$ cat config.mk
export PLATFORM = sky130hd
export DESIGN_NAME = wb_ctrl
export DESIGN_NICKNAME = d
export VERILOG_FILES = /design/src/rtl/wb_ctrl_pkg.sv /design/src/rtl/wb_ctrl_fifo.sv /design/src/rtl/wb_ctrl.sv
export SDC_FILE = /design/constraint.sdc
export NUM_CORES = 1
export LEC_CHECK = 0
export ABC_AREA = 1
export CORE_MARGIN = 4
export CORE_UTILIZATION = 55
export CTS_CLUSTER_SIZE = 30
export DETAILED_ROUTE_END_ITERATION = 10
export PLACE_DENSITY = 0.84
export SLEW_MARGIN = 20
export SYNTH_ARGS = -nofsm -noshare
export SYNTH_HDL_FRONTEND = slang
export SYNTH_SLANG_ARGS = --single-unit
$ cat constraint.sdc
create_clock -name clock -period 3.3 [get_ports clock]
set_input_delay 0.66 -clock clock [delete_from_list [all_inputs] [get_ports clock]]
set_output_delay 0.66 -clock clock [all_outputs]
set_load 0.01 [all_outputs]
$ cat src/rtl/wb_ctrl_pkg.sv
// wb_ctrl_pkg: shared widths, default queue depth and queue entry type for the writeback controller
package wb_ctrl_pkg;
  localparam int REG_NUM_W = 5;
  localparam int DATA_W = 32;
  localparam int DEPTH_DEF = 4;
  typedef logic [REG_NUM_W-1:0] reg_num_t;
  typedef logic [DATA_W-1:0] data_t;
  typedef struct packed {
    logic valid;
    reg_num_t num;
    data_t data;
  } wb_entry_t;
endpackage

$ cat src/rtl/wb_ctrl_fifo.sv
// wb_fifo: in-order mem-side writeback queue with squash-by-register and per-entry pending match
module wb_fifo
  import wb_ctrl_pkg::*;
#(
  parameter int DEPTH = DEPTH_DEF
) (
  input  logic                   clock,
  input  logic                   reset_n,
  input  logic                   push,
  input  reg_num_t               push_num,
  input  data_t                  push_data,
  input  logic                   pop,
  input  logic                   squash,
  input  reg_num_t               squash_num,
  input  reg_num_t               rs,
  input  reg_num_t               rt,
  output logic [$clog2(DEPTH):0] count,
  output wb_entry_t              head,
  output logic [DEPTH-1:0]       rs_hit,
  output logic [DEPTH-1:0]       rt_hit
);
  localparam int AW = $clog2(DEPTH);
  localparam int CW = AW + 1;
  wb_entry_t mem [DEPTH];
  logic [AW-1:0] wptr, rptr;
  assign head = mem[rptr];
  always_comb begin
    for (int i = 0; i < DEPTH; i++) begin
      rs_hit[i] = mem[i].valid && mem[i].num == rs;
      rt_hit[i] = mem[i].valid && mem[i].num == rt;
    end
  end
  // Popped slots drop their valid bit so only live entries answer pending lookups;
  // the push write comes last so a same-edge squash never hits the new (younger) entry.
  always_ff @(posedge clock) begin
    if (!reset_n) begin
      wptr <= '0;
      rptr <= '0;
      count <= '0;
      for (int i = 0; i < DEPTH; i++) mem[i] <= '0;
    end else begin
      for (int i = 0; i < DEPTH; i++)
        if (squash && mem[i].num == squash_num) mem[i].valid <= 1'b0;
      if (pop) begin
        mem[rptr].valid <= 1'b0;
        rptr <= rptr + AW'(1);
      end
      if (push) begin
        mem[wptr] <= '{valid: 1'b1, num: push_num, data: push_data};
        wptr <= wptr + AW'(1);
      end
      count <= count + CW'(push) - CW'(pop);
    end
  end
endmodule

$ cat src/rtl/wb_ctrl.sv
// wb_ctrl: register-file write port arbiter; ALU writes have priority over the queued mem writes
module wb_ctrl
  import wb_ctrl_pkg::*;
#(
  parameter int DEPTH = DEPTH_DEF
) (
  input  logic                   clock,
  input  logic                   reset_n,
  input  logic                   alu_valid,
  input  reg_num_t               alu_num,
  input  data_t                  alu_data,
  input  logic                   mem_valid,
  output logic                   mem_ready,
  input  reg_num_t               mem_num,
  input  data_t                  mem_data,
  output logic                   reg_write,
  output reg_num_t               num_write,
  output data_t                  data_write,
  input  reg_num_t               rs,
  input  reg_num_t               rt,
  output logic                   rs_pending,
  output logic                   rt_pending,
  output logic [$clog2(DEPTH):0] fifo_count
);
  localparam int CW = $clog2(DEPTH) + 1;
  wb_entry_t head;
  logic [DEPTH-1:0] rs_hit, rt_hit;
  logic push, pop, squash, wr_en;
  reg_num_t wr_num;
  data_t wr_data;
  assign mem_ready = fifo_count < CW'(DEPTH);
  // Writes to r0 complete their handshake but are dropped here.
  always_comb begin
    push = mem_valid && mem_ready && mem_num != '0;
    pop = !alu_valid && fifo_count != '0;
    squash = alu_valid && alu_num != '0;
    wr_en = alu_valid ? squash : pop && head.valid;
    wr_num = alu_valid ? alu_num : head.num;
    wr_data = alu_valid ? alu_data : head.data;
  end
  wb_fifo #(.DEPTH(DEPTH)) u_fifo (
    .clock      (clock),
    .reset_n    (reset_n),
    .push       (push),
    .push_num   (mem_num),
    .push_data  (mem_data),
    .pop        (pop),
    .squash     (squash),
    .squash_num (alu_num),
    .rs         (rs),
    .rt         (rt),
    .count      (fifo_count),
    .head       (head),
    .rs_hit     (rs_hit),
    .rt_hit     (rt_hit)
  );
  always_ff @(posedge clock) begin
    if (!reset_n) begin
      reg_write <= 1'b0;
      num_write <= '0;
      data_write <= '0;
    end else begin
      reg_write <= wr_en;
      if (wr_en) begin
        num_write <= wr_num;
        data_write <= wr_data;
      end
    end
  end
  assign rs_pending = rs != '0 && (|rs_hit || (reg_write && num_write == rs));
  assign rt_pending = rt != '0 && (|rt_hit || (reg_write && num_write == rt));
endmodule
==> flow_summary.toml, run 1 <==
[logic_synthesis]
synth_common_cells = "nor2_1 (397), nand2_1 (290), edfxtp_1 (148)"
yosysWarningCount = 0
ys_async_sr_fraction_pct = 0
synth_cells = 1267
synth_area_sq_um = 10060
yosysUniqueCellTypes = 26
ys_seq_elements = 199
yosysTopAreaCell = "edfxtp_1"
synth.area.top_cells = "edfxtp_1 (44%), nor2_1 (15%), nand2_1 (11%)"
syn-num-nets = 1365
synth_area_per_cell_sq_um = 7.941
synth_most_common_cell = "nor2_1"
synth_ff_type = "edfxtp_1"
synth_edf_count = 148
seq_area_frac_synth_pct = 54.32
netlist.area_leader.share_pct = 44.17

[worst_setup_path]
worst-path-max-fanout = 4
startpoint_type = "input port"
path_cells = "clkdlybuf4s50_1 -> inv_1 -> nand2_1 -> nand2_1 -> nor2_1 -> nand3_1 -> nand3_1 -> nor2_1 -> nor2_1 -> clkdlybuf4s50_1"
crit_path_top_delay_cell = "clkdlybuf4s50_1"
cpMostUsedCell = "nor2_1"
max_stage_delay_ns = 0.57
required_ns = 2.64
endpoint_kind = "primary output"
crit_arrival_ns = 2.49
criticalPathCategory = "input port to primary output"

[place]
dp_hpwl_microns = 17740
io_buffers = 131
dp_slack_ns = 0.1028
postPlaceCellArea_sq_um = 11510
dp_cells = 1582
gp_congestion = 0.9648

[clocking]
cts_buffer_depth = 2
post_cts_buffers = 0
cts_sinks = 199
cts_tree = "yes"
cts_root_buf = "clkbuf_16"
clk_pin_slew_ns = 0.07
htree_levels = 4
cts_buffers = 17
insertion_delay_ns = 0.44

[timing]
setup_viol = 0
fin_crit_sh_pct = 95.39
rsz0062_at_grt = "no"
hold_viol = 0
hold_slack_ns = 0.4990
fmax_ghz = 0.3177
period_minus_slack_ns = 3.148
finClkSkew_ns = 0.01125
worst_pin_slew_ns = 0.5781
setup_tns_ns = 0
slew_headroom_pct = 61.46
worst_slack_ns = 0.1520
finalMaxSlewViolations = 0

[hold_path]
min_path_type = "flip-flop to flip-flop"

[power_and_ir_drop]
comb_power_share_pct = 29.1
sequentialPowerShare_pct = 42.3
switching_share_pct = 33.30
power_switching_mw = 2.536
p_clk_share_pct = 28.7
p_per_area_nw_per_um2 = 627.1
finalPower_mw = 7.616
max-vdd-ir-drop_mv = 0.4284
p_leak_nw = 5.440
p_int_mw = 5.080

[drt]
drc = 0
wl_microns = 27790
viasPerCell = 5.441
wire_per_inst_microns = 17.22
initialDrtViolationCount = 873
drtPass1Iterations = 5
vias = 8781
drtAntennaViolNets = 0

[finish]
nets = 1470
final_util_pct = 67.60
design_area_sq_um = 12140
syn_to_final_growth_pct = 20.71
drive_gt1_share_pct = 5.415
diodes = 0
fin_cells = 1614

[grt]
grtUsageTotal_pct = 27.20
grt_pass1_wl_microns = 42990
antenna_found_initial = 0
grt-ovfl-total = 0
grt_pass1_vias = 8512
grt_max_degree = 55

[job]
cap_violations = 0

[die]
core_area_sq_um = 17960
io_pins = 132
row_count = 49
start_util_pct = 56.01
die_area_sq_um = 20520
fp.dieH_microns = 143.3
die_x_microns = 143.3

[run_status]
status = "finished, final reports clean"
==> final timing paths <==
check / startpoint / endpoint / slack, ns / cells past startpoint
hold reg to reg: data_write[5] / data_write[5] / 0.50 / 2
setup / recovery: rt[1] / rt_pending / 0.15 / 10
setup reg to reg: flip-flop / data_write[3] / 1.07 / 10
hold / removal: data_write[5] / data_write[5] / 0.50 / 2
==> critical path: cells and delay by family <==
kind	cells	cell delay, ns
buf+inv	3	1.25
simple gates	7	0.57
==> power groups by stage <==
stage / Combinational, mW / Clock (mW) / Sequential [mW]
finish: 2.21 / 2.18 / 3.22
global route: 2.49 / 2.29 / 3.24
CTS: 2.20 / 2.19 / 3.21
detailed placement: 2.17 / 0 / 3.26
global placement: 2.11 / 0 / 3.26
floorplan: 1.44 / 0 / 3.22
==> cells by family after synthesis <==
group | share of synthesized area [%]
buf+inv | 7.474
simple gates | 27.42
compound gates | 7.810
xor+xnor | 1.654
fa+ha+maj | 1.318
flops | 54.32
==> layout by cell type (no fill, tap or decap), types with 4 or more instances in the layout <==
master and n:
xor2_1 17, a21oi_1 18, buf_12 4, clkdlybuf4s50_1 124, inv_2 4, nand2_1 282
dlymetal6s2s_1 5, edfxtp_1 148, clkbuf_16 17, o21ai_1 10, o211ai_1 5, buf_4 21
inv_1 90, nand3_1 26, nor3_1 5, o21ai_0 117, ha_1 9, dfxtp_1 49
nor2_1 397, nand2_2 9
==> sequential cells by signal (all words and copies together) (netlist names), named ones only <==
name	flops
num_write	5
reg_write	1
u_fifo.rptr	2
u_fifo.mem	152
u_fifo.count	3
data_write	32
u_fifo.wptr	2
==> layout make-up <==
cell class / instances / area (sq um)
Tap cell: 229 / 286.5
Sequential cell: 199 / 5468
Inverter: 94 / 352.8
Clock buffer: 20 / 456.7
Timing Repair Buffer: 156 / 1551
Multi-Input combinational cell: 904 / 3864
Fill cell: 1370 / 5819
Clock inverter: 12 / 165.2
==> routing by layer <==
metal / vias up / share of wire, % / GRT usage (%)
li1: 4227 / - / -
met1: 4024 / 39 / 34.41
met2: 461 / 49 / 46.44
met3: 69 / 8.5 / 4.889
met4: 0 / 3.1 / 11.05
met5: - / 0 / 0
==> repair_timing <==
action,CTS,global route
hold buffers,0,0
endpoints found under the setup margin,0,2
gates resized for setup,0,7
Note: power is estimated with default switching activity, not from simulation.
==> run 2: changes to the inputs <==
--- a/config.mk
+++ b/config.mk
@@ -10,8 +10,10 @@
 export CORE_UTILIZATION = 55
 export CTS_CLUSTER_SIZE = 30
 export DETAILED_ROUTE_END_ITERATION = 10
+export GPL_TIMING_DRIVEN = 0
 export PLACE_DENSITY = 0.84
 export SLEW_MARGIN = 20
 export SYNTH_ARGS = -nofsm -noshare
 export SYNTH_HDL_FRONTEND = slang
 export SYNTH_SLANG_ARGS = --single-unit
+export TNS_END_PERCENT = 10
==> run 2 against run 1 <==
  * Worst setup slack worse by 0.12 ns
  * Critical path depth decreased by 1
  * Non-clock buffer count is 42 higher
  * Combinational power increased by 8%
  * Worst hold slack better by 0.0034 ns
  * Maximum frequency fell by 3.8%
  * Via count up 1.5%
  * Core utilization increased by 0.59 points
  * Sequential cell count unchanged
  * Clock-buffer cell count up 2
  * Register-to-register slack got worse by 0.45 ns
  * Wire length fell by 0.13%
  * Critical endpoint is now u_fifo.count[2]
==> flow_summary.toml, run 2 (synthesized netlist as in run 1, its figures left out) <==
[drt]
initialDrtViolationCount = 1073
wire_per_inst_microns = 16.77
drtPass1Iterations = 5
viasPerCell = 5.383
wl_microns = 27750
drtAntennaViolNets = 0
vias = 8909
drc = 0

[clocking]
insertion_delay_ns = 0.44
cts_buffer_depth = 2
post_cts_buffers = 0
ctsHoldBuffers = 0
post_cts_resized = 0
cts_tree = "yes"
cts_root_buf = "clkbuf_16"
htree_levels = 4
clk_pin_slew_ns = 0.07
cts_buffers = 17
cts_sinks = 199

[finish]
nets = 1512
final_util_pct = 68.20
reg_top3 = "u_fifo.mem: 152 flops, data_write: 32 flops, num_write: 5 flops"
largest_reg_flops = 152
largest-register = "u_fifo.mem"
drive_gt1_share_pct = 6.031
final_cell_mix = "nor2_1 (397), nand2_1 (286), edfxtp_1 (148)"
diodes = 0
final_common_cell = "nor2_1"
syn_to_final_growth_pct = 21.76
num-fill-cells = 1417

[hold_path]
hold_depth = 2
min_path_type = "flip-flop to flip-flop"

[timing]
worst_pin_slew_ns = 0.6254
slew_headroom_pct = 58.31
fmax_ghz = 0.3057
setup_tns_ns = 0
setup_viol = 0
finalMaxSlewViolations = 0
rsz0062_at_grt = "yes"
hold_viol = 0
fin_crit_sh_pct = 99.14
finClkSkew_ns = 0.006723
period_minus_slack_ns = 3.272

[worst_setup_path]
path_cells = "clkdlybuf4s50_1 -> inv_1 -> clkbuf_1 -> clkbuf_1 -> o21ai_0 -> ha_1 -> fa_1 -> or2_2 -> a21oi_1"
crit_arrival_ns = 3.65
max_stage_delay_ns = 0.54
reg2reg_depth = 8
required_ns = 3.67
path_depth = 9
worst-path-max-fanout = 10
criticalPathCategory = "input port to flip-flop"
endpoint_kind = "flip-flop"
startpoint_type = "input port"
crit_family = "buffers and inverters"
critPathBufInv = 4
cpMostUsedCell = "clkbuf_1"
crit_path_top_delay_cell = "clkdlybuf4s50_1"

[die]
row_count = 49
start_util_pct = 56.01
fp.dieH_microns = 143.3
die_x_microns = 143.3
core_area_sq_um = 17960
io_pins = 132
die_area_sq_um = 20520

[grt]
grt_max_degree = 25
grt_pass1_wl_microns = 43460
grtUsageTotal_pct = 27.35
grt_pass1_vias = 8529
antenna_found_initial = 0
grt-ovfl-total = 0

[job]
cap_violations = 0

[place]
dp_hpwl_microns = 19920
io_buffers = 124
gp_congestion = 0.9167

[power_and_ir_drop]
finalPower_mw = 7.503
p_leak_nw = 5.476
max-vdd-ir-drop_mv = 0.4902
p_per_area_nw_per_um2 = 612.4

[run_status]
status = "finished, final reports clean"
## run 2: metrics by stage
| stage | setup slack (ns) | hold slack [ns] | instances | instance area [sq um] |
|---|---|---|---|---|
| CTS | 0.02604 | 0.5098 | 1655 | 12240 |
| finish | 0.02848 | 0.5024 | 1655 | 12250 |
| global placement | -0.7960 | 0.4826 | 1620 | 11590 |
| global route | -0.01913 | 0.5303 | 1655 | 12250 |
| detailed placement | -0.2987 | 0.4937 | 1624 | 11710 |
| floorplan | 0.5965 | 0.4745 | 1267 | 10060 |
## run 2: layout make-up
type                       count  area (sq um)  share of cell area [%]
clock buffer                  22         454.2                   3.707
clock inverter                 9         80.08                  0.6537
inverter                      94         352.8                   2.880
multi-input combinational    904          3854                   31.46
buffer                        70         399.1                   3.258
sequential                   199          5465                   44.61
tap                          229         286.5                   2.339
timing repair buffer         128          1359                   11.09
## run 2: per-layer routing
| metal | up-vias | GRT usage [%] | part of all wire, % |
|---|---|---|---|
| li1 | 4310 | - | - |
| met1 | 4083 | 35.40 | 39 |
| met2 | 459 | 45.65 | 49 |
| met3 | 57 | 5.861 | 9.9 |
| met4 | 0 | 9.960 | 2.6 |
| met5 | - | 0 | 0 |
## run 2: path summary, 6_finish.rpt
| kind | to | from | slack (ns) |
|---|---|---|---|
| worst max register to register | u_fifo.mem[3][29] | u_fifo.count[2] | 0.62 |
| worst max-delay path | u_fifo.count[2] | alu_valid | 0.03 |
| worst min-delay path | data_write[9] | data_write[9] | 0.50 |
| worst min register to register | data_write[9] | data_write[9] | 0.50 |
## run 2: power by group
group	leakage, nW	internal, mW	switching [mW]
Clock	0.255	1.05	0.896
Sequential	1.96	3.00	0.167
Combinational	3.26	0.907	1.48
## run 2: worst min-delay path: cells and delay by family, from the launching register on
| family | cells | cell delay [ns] |
|---|---|---|
| compound gates | 1 | 0.07 |
| flops | 1 | 0.33 |
| simple gates | 1 | 0.07 |
==> run 3: changes to the inputs <==
--- a/config.mk
+++ b/config.mk
@@ -10,7 +10,6 @@
 export CORE_UTILIZATION = 55
 export CTS_CLUSTER_SIZE = 30
 export DETAILED_ROUTE_END_ITERATION = 10
-export GPL_TIMING_DRIVEN = 0
 export PLACE_DENSITY = 0.84
 export SLEW_MARGIN = 20
 export SYNTH_ARGS = -nofsm -noshare
==> results of run 3 <==
Final layout, timing and power as in run 1 (identical DEF).
==> RTL edit 1, RTL diff (settings of run 3) <==
The package constant `DATA_W` goes from 32 to 16.
--- a/src/rtl/wb_ctrl_pkg.sv
+++ b/src/rtl/wb_ctrl_pkg.sv
@@ -1,7 +1,7 @@
 // wb_ctrl_pkg: shared widths, default queue depth and queue entry type for the writeback controller
 package wb_ctrl_pkg;
   localparam int REG_NUM_W = 5;
-  localparam int DATA_W = 32;
+  localparam int DATA_W = 16;
   localparam int DEPTH_DEF = 4;
   typedef logic [REG_NUM_W-1:0] reg_num_t;
   typedef logic [DATA_W-1:0] data_t;
Ports: changed (resized alu_data, data_write and mem_data); port bits go from 132 to 84. No check against the original RTL was run, so the function may have changed too.
==> RTL edit 1 against run 3 <==
- sequential cell count shrank 80
- count of clock-buffer cells in the layout is 7 higher
- worst setup slack lost 0.035 ns
- global-route usage is 0.83 points lower
- total power is 32% lower
- cell area is 33% lower
- largest cell class unchanged
- synthesized area shrank 34%
- routed wire length decreased by 34%
==> RTL edit 1: results (changes against run 3) <==
The DRC marker count from the first detailed-route iteration came to 516 (-41%). The average wire length per cell after detail routing is 16.5 um (-4.1%). The largest fanout of any net on the critical path is 6 (+2).

The H-tree depth reported by CTS came out at 4 (unchanged). The placed instance area is 7550 um^2 (-34%). The total number of yosys warnings is 0 (unchanged). The headroom to the max-slew limit came out at 47.9% (-14 points). Tracing the worst setup path back leads to its startpoint at rs[0]. The number of buffers between clock root and the deepest sink came out at 2 (unchanged).

The via count of the first global-routing pass is 5774 (-32%). In the final layout, the registers with the most flip-flops are u_fifo.mem (88), data_write (16), num_write (5). The reg-to-reg setup timing slack came to 1.10 ns (+0.03 ns).

The first-pass GRT wire length came out at 29100 um (-32%). The delay of the slowest critical-path stage is 0.60 ns (+0.03 ns). The number of nets in the synthesized netlist came out at 938 (-31%). The final weighted congestion of routability-driven global placement is 1.01 (+4.3%). The routed via count divided by cell count is 5.37 (-1.4%). The layout net count is 1021 (-31%). The number of cells upsized or downsized after cts came out at 0 (unchanged). The half-perimeter wire length after placement is 12400 um (-30%). The clock buffer count from CTS is 17 (unchanged). The path class of the tightest hold or removal check is reg2reg. The design internal power is 3.49 mW (-31%).

Yosys attributes the largest share of cell area to edfxtp_1 (38%), nor2_1 (13%), nand2_1 (13%). The port buffer count came out at 83 (-37%). The destination of the critical timing path is rs_pending.

The arrival time reported for the critical path endpoint came out at 2.52 ns (+0.03 ns). The leakage component of the power came out at 3.73 nW (-31%). The count of flip-flops with a built-in enable after synthesis came to 84 (-43%). The share of post-route cells with drive strength above 1 is 6.40% (+0.99 points).

The setup skew after layout came to 0.00879 ns (-0.00246 ns). The cell depth of the worst flop-to-flop path came to 7 (-3). The antenna diode count came to 0 (unchanged). The worst IR drop on VDD is 0.000441 V (+2.9%). The proportion of register bits with asynchronous set or reset after synthesis is 0% (unchanged). The number of optimization iterations in the first detailed-route pass came to 5 (unchanged). The worst setup timing slack at the placement stage was 0.124 ns (+0.0213 ns). The endpoint identified for the worst register-to-register timing path is num_write[2].

The flow ran to the end, and the final reports show no timing, DRC or antenna violations. Among cell families on the critical path, the largest total delay comes from buffers and inverters. The number of nets still failing antenna checks after routing came out at 0 (unchanged). The sequential cell area fraction in the yosys report was 48.5% (-5.8 points). In the synthesized netlist, the cells that appear most often are nor2_1 (238), nand2_1 (224), edfxtp_1 (84), inv_1 (73), o21ai_0 (66). For this design, the slowest cell found on the critical path is clkdlybuf4s50_1. The total track usage came out at 26.4% (-0.83 points). The distinct cell type count after synthesis is 29 (+12%).

The later-pin clock latency in the skew report is 0.41 ns (-0.03 ns). The number of antenna violations at the first check in global routing came to 0 (unchanged). The post-CTS repair timing setup buffer count came out at 0 (unchanged). The largest net degree at the start of global routing came out at 36 (-35%).

The cell sitting at the root of the clock tree is a clkbuf_16. The clock-pin slew reported for the worst setup and hold paths after clock tree synthesis came to 0.05 ns (-0.02 ns). The post-route clock period utilization came to 96.4% (+1.1 points).
RTL edit 1: how the worst min path moves through the flow:
stage,startpoint,to,slack [ns],cells after the start
3_3_place_gp,data_write[13],data_write[13],0.49,2
5_1_grt,data_write[13],data_write[13],0.54,2
4_1_cts,data_write[13],data_write[13],0.51,2
2_1_floorplan,u_fifo.rptr[0],register,0.47,1
6_report,data_write[13],data_write[13],0.50,2
3_5_place_dp,data_write[13],data_write[13],0.50,2
RTL edit 1: metal layers:
metal	vias up	track usage (%)	share of wire, %	routed length [um]
met2	265	45.6	50	9250
met3	43	4.61	6.5	1190
met1	2744	32.1	39	7240
met4	0	12.0	3.6	665
met5	-	0	0	0
li1	2910	-	-	-
RTL edit 1: cell families after synthesis:
kind of cell / after synthesis / synth area share [%]
AO/OA/AOI/OAI: 101 / 7.85
XOR/XNOR: 21 / 2.77
adder cells (fa/ha/maj): 10 / 2.00
buffers and inverters: 120 / 9.10
flip-flops: 119 / 48.5
AND/OR/NAND/NOR: 501 / 29.8
RTL edit 1: stage by stage:
step	total power, mW	instances
after floorplan	2.95	872
after global placement	3.40	1079
after detailed placement	3.43	1079
after CTS	5.17	1111
after global routing	5.43	1111
final	5.17	1111
RTL edit 1: power by group through the flow:
stage / Clock, mW / Sequential, mW / Combinational [mW]
6_report: 1.74 / 2.00 / 1.43
3_5_place_dp: 0 / 2.02 / 1.41
4_1_cts: 1.75 / 2.00 / 1.43
3_3_place_gp: 0 / 2.02 / 1.38
5_1_grt: 1.81 / 2.02 / 1.60
2_1_floorplan: 0 / 1.95 / 0.998
RTL edit 1: area by class of cell:
class,count,area (um^2)
clock buffers,27,473
clock inverters,5,75.1
fillers,905,3510
inverters,78,300
multi-input cells,633,2820
flip-flops and latches,119,3220
well taps,143,179
repair buffers,106,1030
RTL edit 1: worst reg2reg max path, cell delays in order, from the launching register on:
cell and delay [ns]:
dfxtp_1 0.82, inv_4 0.26, nand3_1 0.18, nand3_2 0.11
nand2_4 0.27, inv_4 0.20, nor2_1 0.20, nor2_1 0.06
==> RTL edit 2, RTL diff (settings of run 3) <==
Made on the original files. Reset style: asynchronous (`reset_n`), changed in 2 clocked blocks.
--- a/src/rtl/wb_ctrl_fifo.sv
+++ b/src/rtl/wb_ctrl_fifo.sv
@@ -32,7 +32,7 @@
   end
   // Popped slots drop their valid bit so only live entries answer pending lookups;
   // the push write comes last so a same-edge squash never hits the new (younger) entry.
-  always_ff @(posedge clock) begin
+  always_ff @(posedge clock or negedge reset_n) begin
     if (!reset_n) begin
       wptr <= '0;
       rptr <= '0;
--- a/src/rtl/wb_ctrl.sv
+++ b/src/rtl/wb_ctrl.sv
@@ -54,7 +54,7 @@
     .rs_hit     (rs_hit),
     .rt_hit     (rt_hit)
   );
-  always_ff @(posedge clock) begin
+  always_ff @(posedge clock or negedge reset_n) begin
     if (!reset_n) begin
       reg_write <= 1'b0;
       num_write <= '0;
Function: differs if reset_n is asserted again (counterexample within 4 cycles, from zero or initial values and one cycle with reset_n low); with reset_n held inactive, the same outputs for 4 cycles.
==> RTL edit 2 against run 3 <==
- cell count rose by 9.1%
- die area rose by 4.5%
- routed wire length rose by 12%
- worst setup slack improved by 0.0011 ns
- sequential cell count fell by 2
- cell area rose by 2.8%
- synthesized area rose by 4.8%
- critical endpoint unchanged
- highest routed layer unchanged
Power is not compared: it rests on default switching activity, and its combinational part moved more than twofold at a synthesized area within 25%.
==> RTL edit 2: results (changes against run 3) <==
The average wire length per cell after detail routing is 17.7 um (+3.1%). The average footprint of a synthesized cell is 7.34 um^2 (-7.5%). The routed via count divided by cell count is 5.74 (+5.5%).

The routed length on met1 is 13100 um (+21%). The global-route met1 utilization is 39.3% (+4.9 points). The via count of the first global-routing pass came out at 9977 (+17%). The first-pass GRT wire length is 51100 um (+19%). The layout net count came to 1612 (+9.7%). In this run the worst hold path is classified as in2async. The largest fanout of any net on the critical path came out at 8 (+4). In this run the worst setup path begins at rt[0]. The distinct cell type count after synthesis came out at 28 (+7.7%). The flow ran to the end, and the final reports show no timing, DRC or antenna violations. The number of inserted filler cells in the final layout is 1599 (+17%). The final weighted congestion of routability-driven global placement is 1.04 (+7.9%). The global routing met2 resource utilization is 48.0% (+1.5 points). The global-route track usage on met3 came to 5.80% (+0.91 points). The sequential cell area fraction in the yosys report is 46.7% (-7.6 points). The total track usage came out at 29.4% (+2.2 points). The total length of routed wires is 31300 um (+12%). The largest net degree at the start of global routing came out at 131 (+140%). By count the netlist is led by nand2_1 (622), nand3_1 (247), dfrtp_1 (197), nor2_1 (62), inv_1 (53). Among all flip-flop cells after synthesis, the most frequent one is dfrtp_1. The proportion of register bits with asynchronous set or reset after synthesis is 100% (+100 points). The DRC marker count from the first detailed-route iteration is 1146 (+31%). The cell depth of the worst flop-to-flop path came out at 6 (-4).

The met2 wire length is 14600 um (+6.9%).
RTL edit 2: cell types whose count changed after synthesis, moves of 12 or more:
cell,before,now
nor2_1,397,62
nand2_1,290,622
nand3_1,26,247
dfrtp_1,0,197
edfxtp_1,148,0
o21ai_0,117,33
dfxtp_1,51,0
inv_1,92,53
o211ai_1,5,32
buf_1,1,13
RTL edit 2: power breakdown:
part | total, mW | switching, mW | internal [mW]
combinational | 5.29 | 3.31 | 1.98
sequential | 4.39 | 0.865 | 3.52
clock | 1.99 | 0.976 | 1.01
total | 11.7 | 5.15 | 6.51
RTL edit 2: cells by family (layout without fill, tap and decap cells):
kind of cell    count (synthesis)  after routing  synth area share (%)
xor+xnor                       25             25                  2.08
compound gates                103            103                  5.99
flops                         197            197                  46.7
fa+ha+maj                      11             11                  1.38
buf+inv                       154            244                  6.69
simple gates                  946            946                  37.1
other cells                     0              1                     0
RTL edit 2: area by class of cell:
| cell class | instances | area (um^2) | area share [%] |
|---|---|---|---|
| diodes | 1 | 2.50 | 0.0200 |
| clock buffers | 19 | 443 | 3.55 |
| clock inverters | 13 | 116 | 0.932 |
| inverters | 56 | 213 | 1.70 |
| multi-input cells | 1085 | 4910 | 39.3 |
| flip-flops and latches | 197 | 4930 | 39.5 |
| well taps | 234 | 293 | 2.35 |
| repair buffers | 156 | 1580 | 12.6 |
RTL edit 2: timing repair:
item / 4_1_cts / 5_1_grt
resized for setup: 0 / 4
hold buffers: 0 / 0
endpoints found under the setup margin: 0 / 2
RTL edit 2: through the flow:
stage,hold WS [ns],total power [mW],worst slack [ns]
6_report,0.239,11.7,0.153
5_1_grt,0.273,12.6,0.0147
4_1_cts,0.257,11.6,0.126
3_5_place_dp,0.458,9.59,0.133
3_3_place_gp,0.453,9.45,0.138
2_1_floorplan,0.364,7.67,1.12
